`config.mk`:
```
export PLATFORM = sky130hd
export DESIGN_NAME = div_n_seq
export DESIGN_NICKNAME = d
export VERILOG_FILES = /design/src/rtl/arith_pkg.sv /design/src/rtl/full_add_n_bit.sv /design/src/rtl/div_n_seq.sv
export SDC_FILE = /design/constraint.sdc
export NUM_CORES = 1
export LEC_CHECK = 0
export ABC_CLOCK_PERIOD_IN_PS = 4400
export BUFFER_PORTS_ARGS = -buffer_cell sky130_fd_sc_hd__buf_2
export CORE_AREA = 2 2 61 63
export DETAILED_ROUTE_END_ITERATION = 16
export DIE_AREA = 0 0 63 65
export GPL_TIMING_DRIVEN = 0
export PLACE_DENSITY = 0.6
export RECOVER_POWER = 25
export SYNTH_ARGS = -nofsm -noshare
export SYNTH_HDL_FRONTEND = slang
export SYNTH_SLANG_ARGS = --single-unit
```
`constraint.sdc`:
```
create_clock -name clk -period 4.4 [get_ports clk]
set_input_delay 0.22 -clock clk [delete_from_list [all_inputs] [get_ports clk]]
set_output_delay 0.22 -clock clk [all_outputs]
set_load 0.03 [all_outputs]
```
`src/rtl/arith_pkg.sv`:
```
// rtl/arith_pkg.sv - shared state encoding and sizing helpers for the lab arithmetic datapath
//
// Purpose : types and constants shared by the sequential divider and its helpers.
// Contents: div_state_e   - divider FSM states (IDLE, RUN, DONE)
//           DIV_N         - default operand width
//           DIV_CNT_W     - bit-counter width for the default operand width, $clog2(N)
//           cnt_width()   - bit-counter width for any operand width N >= 2

package arith_pkg;

    typedef enum logic [1:0] {
        IDLE = 2'd0,
        RUN  = 2'd1,
        DONE = 2'd2
    } div_state_e;

    localparam int DIV_N     = 4;
    localparam int DIV_CNT_W = $clog2(DIV_N);

    // The counter must be able to hold N-1.
    function automatic int cnt_width(input int n);
        return (n > 1) ? $clog2(n) : 1;
    endfunction

endpackage

```
`src/rtl/full_add_n_bit.sv`:
```
// rtl/full_add_n_bit.sv - N-bit ripple-carry adder
//
// Purpose : {c_out, sum} = a + b + c_in.
// Ports   : a, b  [N-1:0] in  - addends
//           c_in          in  - carry in
//           sum   [N-1:0] out - sum bits
//           c_out         out - carry out of the MSB

module full_add_n_bit #(
    parameter int N = 4
) (
    input  logic [N-1:0] a,
    input  logic [N-1:0] b,
    input  logic         c_in,
    output logic [N-1:0] sum,
    output logic         c_out
);

    logic [N:0] w_carry;

    assign w_carry[0] = c_in;

    for (genvar i = 0; i < N; i++) begin : g_bit
        assign sum[i]       = a[i] ^ b[i] ^ w_carry[i];
        assign w_carry[i+1] = (a[i] & b[i]) | (w_carry[i] & (a[i] ^ b[i]));
    end

    assign c_out = w_carry[N];

endmodule

```
`src/rtl/div_n_seq.sv`:
```
// rtl/div_n_seq.sv - sequential N-bit unsigned restoring divider, one quotient bit per clock
//
// Purpose : computes quotient and remainder of dividend / divisor using a start/done handshake.
// Ports   : clk                  in  - system clock, rising edge
//           resetn               in  - synchronous active-low reset
//           start                in  - request a division, sampled only in IDLE
//           dividend   [N-1:0]   in  - captured on the accepted start
//           divisor    [N-1:0]   in  - captured on the accepted start
//           busy                 out - high in RUN and DONE
//           done                 out - one-cycle pulse, results valid from this cycle on
//           quotient   [N-1:0]   out - held until the next completed operation
//           remainder  [N-1:0]   out - held until the next completed operation
//           div_by_zero          out - divide-by-zero flag of the last operation

module div_n_seq
    import arith_pkg::*;
#(
    parameter int N = DIV_N
) (
    input  logic         clk,
    input  logic         resetn,
    input  logic         start,
    input  logic [N-1:0] dividend,
    input  logic [N-1:0] divisor,
    output logic         busy,
    output logic         done,
    output logic [N-1:0] quotient,
    output logic [N-1:0] remainder,
    output logic         div_by_zero
);

    localparam int CW = cnt_width(N);

    div_state_e    r_state;
    logic [N:0]    r_rem;       // partial remainder, one bit wider than the operands
    logic [N-1:0]  r_qreg;      // dividend bits shift out the top, quotient bits shift in the bottom
    logic [N-1:0]  r_divisor;
    logic [CW-1:0] r_cnt;

    logic [N:0]    w_r_shift;
    logic [N:0]    w_trial;
    logic          w_borrow;
    logic [N:0]    w_rem_next;
    logic [N-1:0]  w_q_next;
    logic          w_unused_cout;

    assign w_r_shift = {r_rem[N-1:0], r_qreg[N-1]};

    // Trial subtraction r - {0, divisor} as r + ~{0, divisor} + 1.
    full_add_n_bit #(
        .N(N + 1)
    ) u_trial_sub (
        .a     (w_r_shift),
        .b     (~{1'b0, r_divisor}),
        .c_in  (1'b1),
        .sum   (w_trial),
        .c_out (w_unused_cout)
    );

    // A negative trial result means the divisor did not fit: keep the shifted value.
    assign w_borrow   = w_trial[N];
    assign w_rem_next = w_borrow ? w_r_shift : w_trial;
    assign w_q_next   = {r_qreg[N-2:0], ~w_borrow};

    always_ff @(posedge clk) begin
        if (!resetn) begin
            r_state     <= IDLE;
            r_rem       <= '0;
            r_qreg      <= '0;
            r_divisor   <= '0;
            r_cnt       <= '0;
            busy        <= 1'b0;
            done        <= 1'b0;
            quotient    <= '0;
            remainder   <= '0;
            div_by_zero <= 1'b0;
        end else begin
            case (r_state)
                IDLE: begin
                    done <= 1'b0;
                    if (start) begin
                        r_divisor   <= divisor;
                        r_rem       <= '0;
                        r_qreg      <= dividend;
                        r_cnt       <= CW'(N - 1);
                        busy        <= 1'b1;
                        div_by_zero <= 1'b0;
                        if (divisor == '0) begin
                            // Nothing to iterate: publish the saturated result now.
                            r_state     <= DONE;
                            done        <= 1'b1;
                            quotient    <= '1;
                            remainder   <= dividend;
                            div_by_zero <= 1'b1;
                        end else begin
                            r_state <= RUN;
                        end
                    end
                end

                RUN: begin
                    r_rem  <= w_rem_next;
                    r_qreg <= w_q_next;
                    r_cnt  <= r_cnt - 1'b1;
                    if (r_cnt == '0) begin
                        r_state   <= DONE;
                        done      <= 1'b1;
                        quotient  <= w_q_next;
                        remainder <= w_rem_next[N-1:0];
                    end
                end

                DONE: begin
                    r_state <= IDLE;
                    busy    <= 1'b0;
                    done    <= 1'b0;
                end

                default: begin
                    r_state <= IDLE;
                    busy    <= 1'b0;
                    done    <= 1'b0;
                end
            endcase
        end
    end

endmodule
```
* Word-level counts from Yosys, hierarchy flattened
Index checks and enable logic that the tools add are counted.
** Storage, ports and cells
- Output and inout bits :: 11
- Flip-flop bits (word level) :: 27
- Logic and storage cells :: 73
- Input port bits :: 11
** Cells by class
- $add $sub $neg :: 1
- Equality and inequality tests :: 4
- Reductions and logical operators :: 9
- Bitwise gates (word level) :: 24
- Muxes and demuxes :: 25
** Operators by type and width (number)
- 2-to-1 mux 4 bit :: 9
- case mux 4 bit (2 select lines) :: 4
- bitwise XOR 1 bit :: 9
- 2-to-1 mux 2 bit :: 4
- case mux 2 bit (2 select lines) :: 2
- AND reduction 2 bit :: 4
- bitwise AND 1 bit :: 7
- != test 2 bit, second input constant :: 3
- inverter 4 -> 5 bit :: 1
- zero test 2 bit :: 2
- zero test 4 bit :: 1
- 2-to-1 mux 1 bit :: 4
- OR 1 bit :: 4
- case mux 1 bit (2 select lines) :: 2
- AND reduction 4 bit :: 1
- inverter 1 bit :: 3
- equality test 2 x 1 -> 1 bit, second input constant :: 1
- nonzero test 2 bit :: 1
- subtractor 2 x 1 -> 2 bit, second input constant :: 1

* Depth between registers and ports, before layout
- Depth after elaboration :: 13
- Mapped depth :: 9
- Depth with buffers taken out :: 9

* Hierarchy
Synthesis repeated with hierarchy kept, for this count alone.
** Unflattened totals
- Cell total of the unflattened synthesis :: 154
- Area, all modules :: 1273.7 sq um
** By module, submodules not included
- div_n_seq :: cells an instance 139, times used 1, area each 1136.1 sq um, seq. area each 540.5 sq um
- full_add_n_bit :: cells an instance 15, times used 1, area each 137.6 sq um, seq. area each 0.0 sq um

* Least setup slack after synthesis
Ideal clock, no wire load.
- Kind :: register to register
- From :: register r_qreg[3]
- To :: register remainder[3]
- Arrival time :: 2353 ps
- Cell stages (with the launch flop) :: 10
- Data required time :: 4312 ps
- Buffers on the path :: 0
- Slack :: 1959 ps
- Setup time :: 88 ps
- Clock period less this slack :: 2441 ps
- Cells stage by stage :: dfxtp_1 -> inv_1 -> ha_1 -> fa_1 -> inv_1 -> fa_1 -> fa_1 -> xnor2_2 -> mux2_4 -> a311oi_2
** On the way
- Cells in the longest elaborated chain, start to end :: 12
- Elaborated cells on any way between the ends :: 14
- Classes of those cells :: 3 x mux; 11 x bitwise
** Ends and longest elaborated chain
- from (decl) :: RTL line div_n_seq.sv:36 : logic [N-1:0] r_qreg;
- from (signal assigned) :: RTL line div_n_seq.sv:84 : r_qreg <= dividend;
- from (signal assigned) :: RTL line div_n_seq.sv:103 : r_qreg <= w_q_next;
- bitwise AND 1 bit / bitwise XOR 1 bit (equally long branches) :: RTL line full_add_n_bit.sv:25 : assign w_carry[i+1] = (a[i] & b[i]) | (w_carry[i] & (a[i] ^ b[i]));
- OR 1 bit (*) :: RTL line full_add_n_bit.sv:25
- bitwise AND 1 bit (*) :: RTL line full_add_n_bit.sv:25
- OR 1 bit (*) :: RTL line full_add_n_bit.sv:25
- bitwise AND 1 bit (*) :: RTL line full_add_n_bit.sv:25
- OR 1 bit (*) :: RTL line full_add_n_bit.sv:25
- bitwise AND 1 bit :: RTL line full_add_n_bit.sv:25
- OR 1 bit :: RTL line full_add_n_bit.sv:25
- bitwise XOR 1 bit :: RTL line full_add_n_bit.sv:24 : assign sum[i] = a[i] ^ b[i] ^ w_carry[i];
- 2-to-1 mux 4 bit (*) :: RTL line div_n_seq.sv:62 : assign w_rem_next = w_borrow ? w_r_shift : w_trial;
- 2-to-1 mux 4 bit (*) :: RTL line div_n_seq.sv:105 : if (r_cnt == '0) begin
- case mux 4 bit (2 select lines) (*) :: RTL line div_n_seq.sv:78 : case (r_state)
- to (signal assigned) :: RTL line div_n_seq.sv:93 : remainder <= dividend;
- to (signal assigned) :: RTL line div_n_seq.sv:109 : remainder <= w_rem_next[N-1:0];
- to (decl) :: RTL line div_n_seq.sv:28 : output logic [N-1:0] remainder,
Every way passes the cells marked *; elsewhere a longest branch is shown, timed or not. The select of a mux whose other input is x is not followed.
A chain may end at the register's enable or synchronous reset.

* Final worst setup path
- From :: register r_qreg[3]
- To :: register remainder[2]
** On the way
- Cells in the longest elaborated chain, start to end :: 12
- Elaborated cells on any way between the ends :: 14
- Classes of those cells :: 3 x mux; 11 x bitwise
** Ends and longest elaborated chain (RTL line)
- bitwise AND 1 bit / bitwise XOR 1 bit (equally long branches) :: full_add_n_bit.sv:25
- OR 1 bit (*) :: full_add_n_bit.sv:25
- bitwise AND 1 bit (*) :: full_add_n_bit.sv:25
- OR 1 bit (*) :: full_add_n_bit.sv:25
- bitwise AND 1 bit :: full_add_n_bit.sv:25
- OR 1 bit :: full_add_n_bit.sv:25
- bitwise AND 1 bit :: full_add_n_bit.sv:25
- OR 1 bit :: full_add_n_bit.sv:25
- bitwise XOR 1 bit :: full_add_n_bit.sv:24
- 2-to-1 mux 4 bit (*) :: div_n_seq.sv:62
- 2-to-1 mux 4 bit (*) :: div_n_seq.sv:105
- case mux 4 bit (2 select lines) (*) :: div_n_seq.sv:78
Marks and branches as above.

==> impl_metrics.toml <==
[outcome]
status = "completed"

[critical_path]
timing.setup.critical_path_class = "flop to flop"
crit_chain = "inv_1 > ha_1 > fa_1 > inv_1 > fa_1 > fa_1 > xnor2_2 > mux2_2 > a311oi_2"
critPathRequiredTime_ns = 4.65
crit_buf_inv = 2
cp_slowest_cell = "mux2_2"
crit_top_cell = "fa_1"
endpoint_kind = "flop"
cpPeakStageDelay_ns = 0.43
arrival_ns = 2.90
cpLargestDelayFamily = "adder cells"
crit_fanout = 6
cp-start-kind = "flop"
rrSetupSlack_ns = 1.75

[global_routing]
grt_pass1_wl_um = 5070
globalRouteOverflowTotal = 0
grt_pass1_vias = 1059
antenna_found_initial = 0
grt_start_max_net_pins = 15
grt_usage_pct = 15.4

[synthesis]
ys_types = 39
synth_area_sq_mm = 0.00134
synth-seq-cells = 27
ys_warn_count = 0
syn-num-nets = 159
netlist_instances = 143
yosysSeqAreaShare_pct = 40.3
syn_area_per_cell_sq_um = 9.39

[cells_and_area]
mostFrequentLayoutCells = "dfxtp_1, nand2_1, buf_2, a21oi_1"
synthToLayoutAreaGrowth_pct = 13.4
final_common_cell = "dfxtp_1"
diodes = 0
nFillCells = 390
finalNonFillerCells = 216
seqCellArea_sq_um = 541
final_nets = 185
layout-drive-gt1-share_pct = 18.5
multi_input_area_sq_um = 704

[floorplanning]
core_area_sq_mm = 0.00350
initial_core_util_pct = 38.4
fp.dieH_um = 65
rows = 22
die-area_sq_mm = 0.00410
num_io_pins = 22
die-width_um = 63

[power]
combPwrFrac_pct = 27.7
clock_power_share_pct = 20.3
power_density_mw_per_mm2 = 356
power.leakage_nw = 0.584
switching_power_mw = 0.180
swShare_pct = 33.1
ir_drop_v = 0.000122
p_seq_share_pct = 52.0
internal_power_mw = 0.363

[drt]
ant_nets = 0
dr.pass1.iters = 4
vias = 1075
post_drt_wl_per_cell_um = 13.6
wirelength_um = 2950
drc_errors = 0
vias_per_cell = 4.98
drtIter0Drc = 44

[hold_path]
hold_class = "input pin to flop"

[sta]
post-route-period-util_pct = 60.3
final_hold_viol_count = 0
rsz0062_at_grt = "false"
fmax_ghz = 0.377
drv_slew = 0
relSlewSlack_pct = 60.2
worstMarginPinSlew_ns = 0.598
tns_ns = 0
fin_worst_skew_ns = 0.00342
period_needed_ns = 2.65
setup_viol = 0

[flow_run]
max-cap-violations = 0

[clock_tree]
cts_tree = "yes"
hold_buffers = 0
cts.repair.resized = 0
clock-sinks = 27
post_cts_buffers = 0
cts_buffer_depth = 2
cts_root_buf = "clkbuf_4"
cts.htree.levels = 1
cts_made_buffers = 3
clk_latency_ns = 0.32
clk_pin_slew_ns = 0.15

[place]
place_hpwl_um = 2230
gp_congestion = 0.788
place.port_buffers = 21
place_inst = 212
## power by group through the flow
stage          Sequential, mW  Clock (mW)  Combinational [mW]
2_1_floorplan           0.303           0              0.0978
3_5_place_dp            0.287           0               0.154
5_1_grt                 0.285       0.125               0.167
6_report                0.282       0.110               0.150
3_3_place_gp            0.287           0               0.151
4_1_cts                 0.282       0.114               0.154
## registers in the layout, summed over array words and instances, names as in the netlist
name and flops:
busy 1, div_by_zero 1, done 1, quotient 4, r_cnt 2, r_divisor 4, r_qreg 4, r_rem 4
r_state 2, remainder 4
## path summary, 6_finish.rpt
| kind | start | to | cells past startpoint |
|---|---|---|---|
| max | r_qreg[3] | remainder[2] | 9 |
| min | resetn | done | 2 |
| max reg2reg | r_qreg[3] | remainder[2] | 9 |
| min reg2reg | r_cnt[1] | r_cnt[1] | 2 |
## metal layers
metal / global-route usage, % / part of all wire (%)
met5: 0 / 0
met3: 2.08 / 2.0
met2: 26.5 / 49
met4: 3.06 / 0
met1: 20.8 / 49
## synth_stat cells (all sizes together)
| master | count | area [sq um] |
|---|---|---|
| or2b | 1 | 7.51 |
| fa | 3 | 60.1 |
| nor2 | 10 | 37.5 |
| o21a | 1 | 7.51 |
| o22a | 1 | 8.76 |
| or3b | 1 | 8.76 |
| a221oi | 4 | 41.3 |
| a21oi | 13 | 65.1 |
| nand3 | 1 | 5.00 |
| a311oi | 7 | 73.8 |
| ha | 2 | 25.0 |
| inv | 12 | 45.0 |
| clkbuf | 2 | 7.51 |
| nand3b | 4 | 30.0 |
| xnor2 | 2 | 25.0 |
| nand2b | 5 | 31.3 |
| o21bai | 1 | 7.51 |
| nor4 | 1 | 21.3 |
| and3b | 3 | 27.5 |
| buf | 6 | 45.0 |
| and2 | 2 | 12.5 |
| nor3b | 3 | 33.8 |
| mux2i | 2 | 20.0 |
| a21o | 1 | 7.51 |
| a2bb2oi | 1 | 8.76 |
| mux2 | 2 | 26.3 |
| nand2 | 20 | 77.6 |
| dfxtp | 27 | 541 |
| a211oi | 4 | 30.0 |
| o21ai | 1 | 5.00 |
## per-stage QoR
step / worst slack (ns) / hold WS, ns / total power [mW] / util [%] / area (sq um)
2_1_floorplan: 1.96 / 0.338 / 0.400 / - / 1340
3_3_place_gp: 1.78 / 0.441 / 0.438 / 43.1 / 1510
3_5_place_dp: 1.77 / 0.450 / 0.441 / 43.1 / 1510
4_1_cts: 1.72 / 0.136 / 0.549 / 43.9 / 1530
5_1_grt: 1.61 / 0.131 / 0.576 / 43.6 / 1520
6_report: 1.75 / 0.141 / 0.542 / 43.6 / 1520
## worst register-to-register path, cell delays in order (launching register included)
cell and delay, ns:
dfxtp_1 0.36, inv_1 0.06, ha_1 0.15, fa_1 0.16, inv_1 0.05, fa_1 0.37, fa_1 0.42, xnor2_2 0.40
mux2_2 0.43, a311oi_2 0.19
## cells by family (layout without fill, tap and decap cells)
group | Yosys count | after routing | synth area share, %
adder cells (fa/ha/maj) | 5 | 5 | 6.34
buffers and inverters | 20 | 45 | 7.27
flip-flops | 27 | 27 | 40.3
AND/OR/NAND/NOR | 51 | 51 | 21.8
AO/OA/AOI/OAI | 34 | 34 | 19.0
multiplexers | 4 | 4 | 3.45
XOR/XNOR | 2 | 2 | 1.86
## cell type report
| class | count | share of cell area [%] |
|---|---|---|
| plain buffers | 8 | 3.45 |
| clock buffers | 4 | 1.73 |
| inverters | 12 | 2.96 |
| multi-input cells | 96 | 46.3 |
| flip-flops and latches | 27 | 35.5 |
| well taps | 48 | 3.94 |
| repair buffers | 21 | 6.16 |
(Power assumes the default switching activity.)
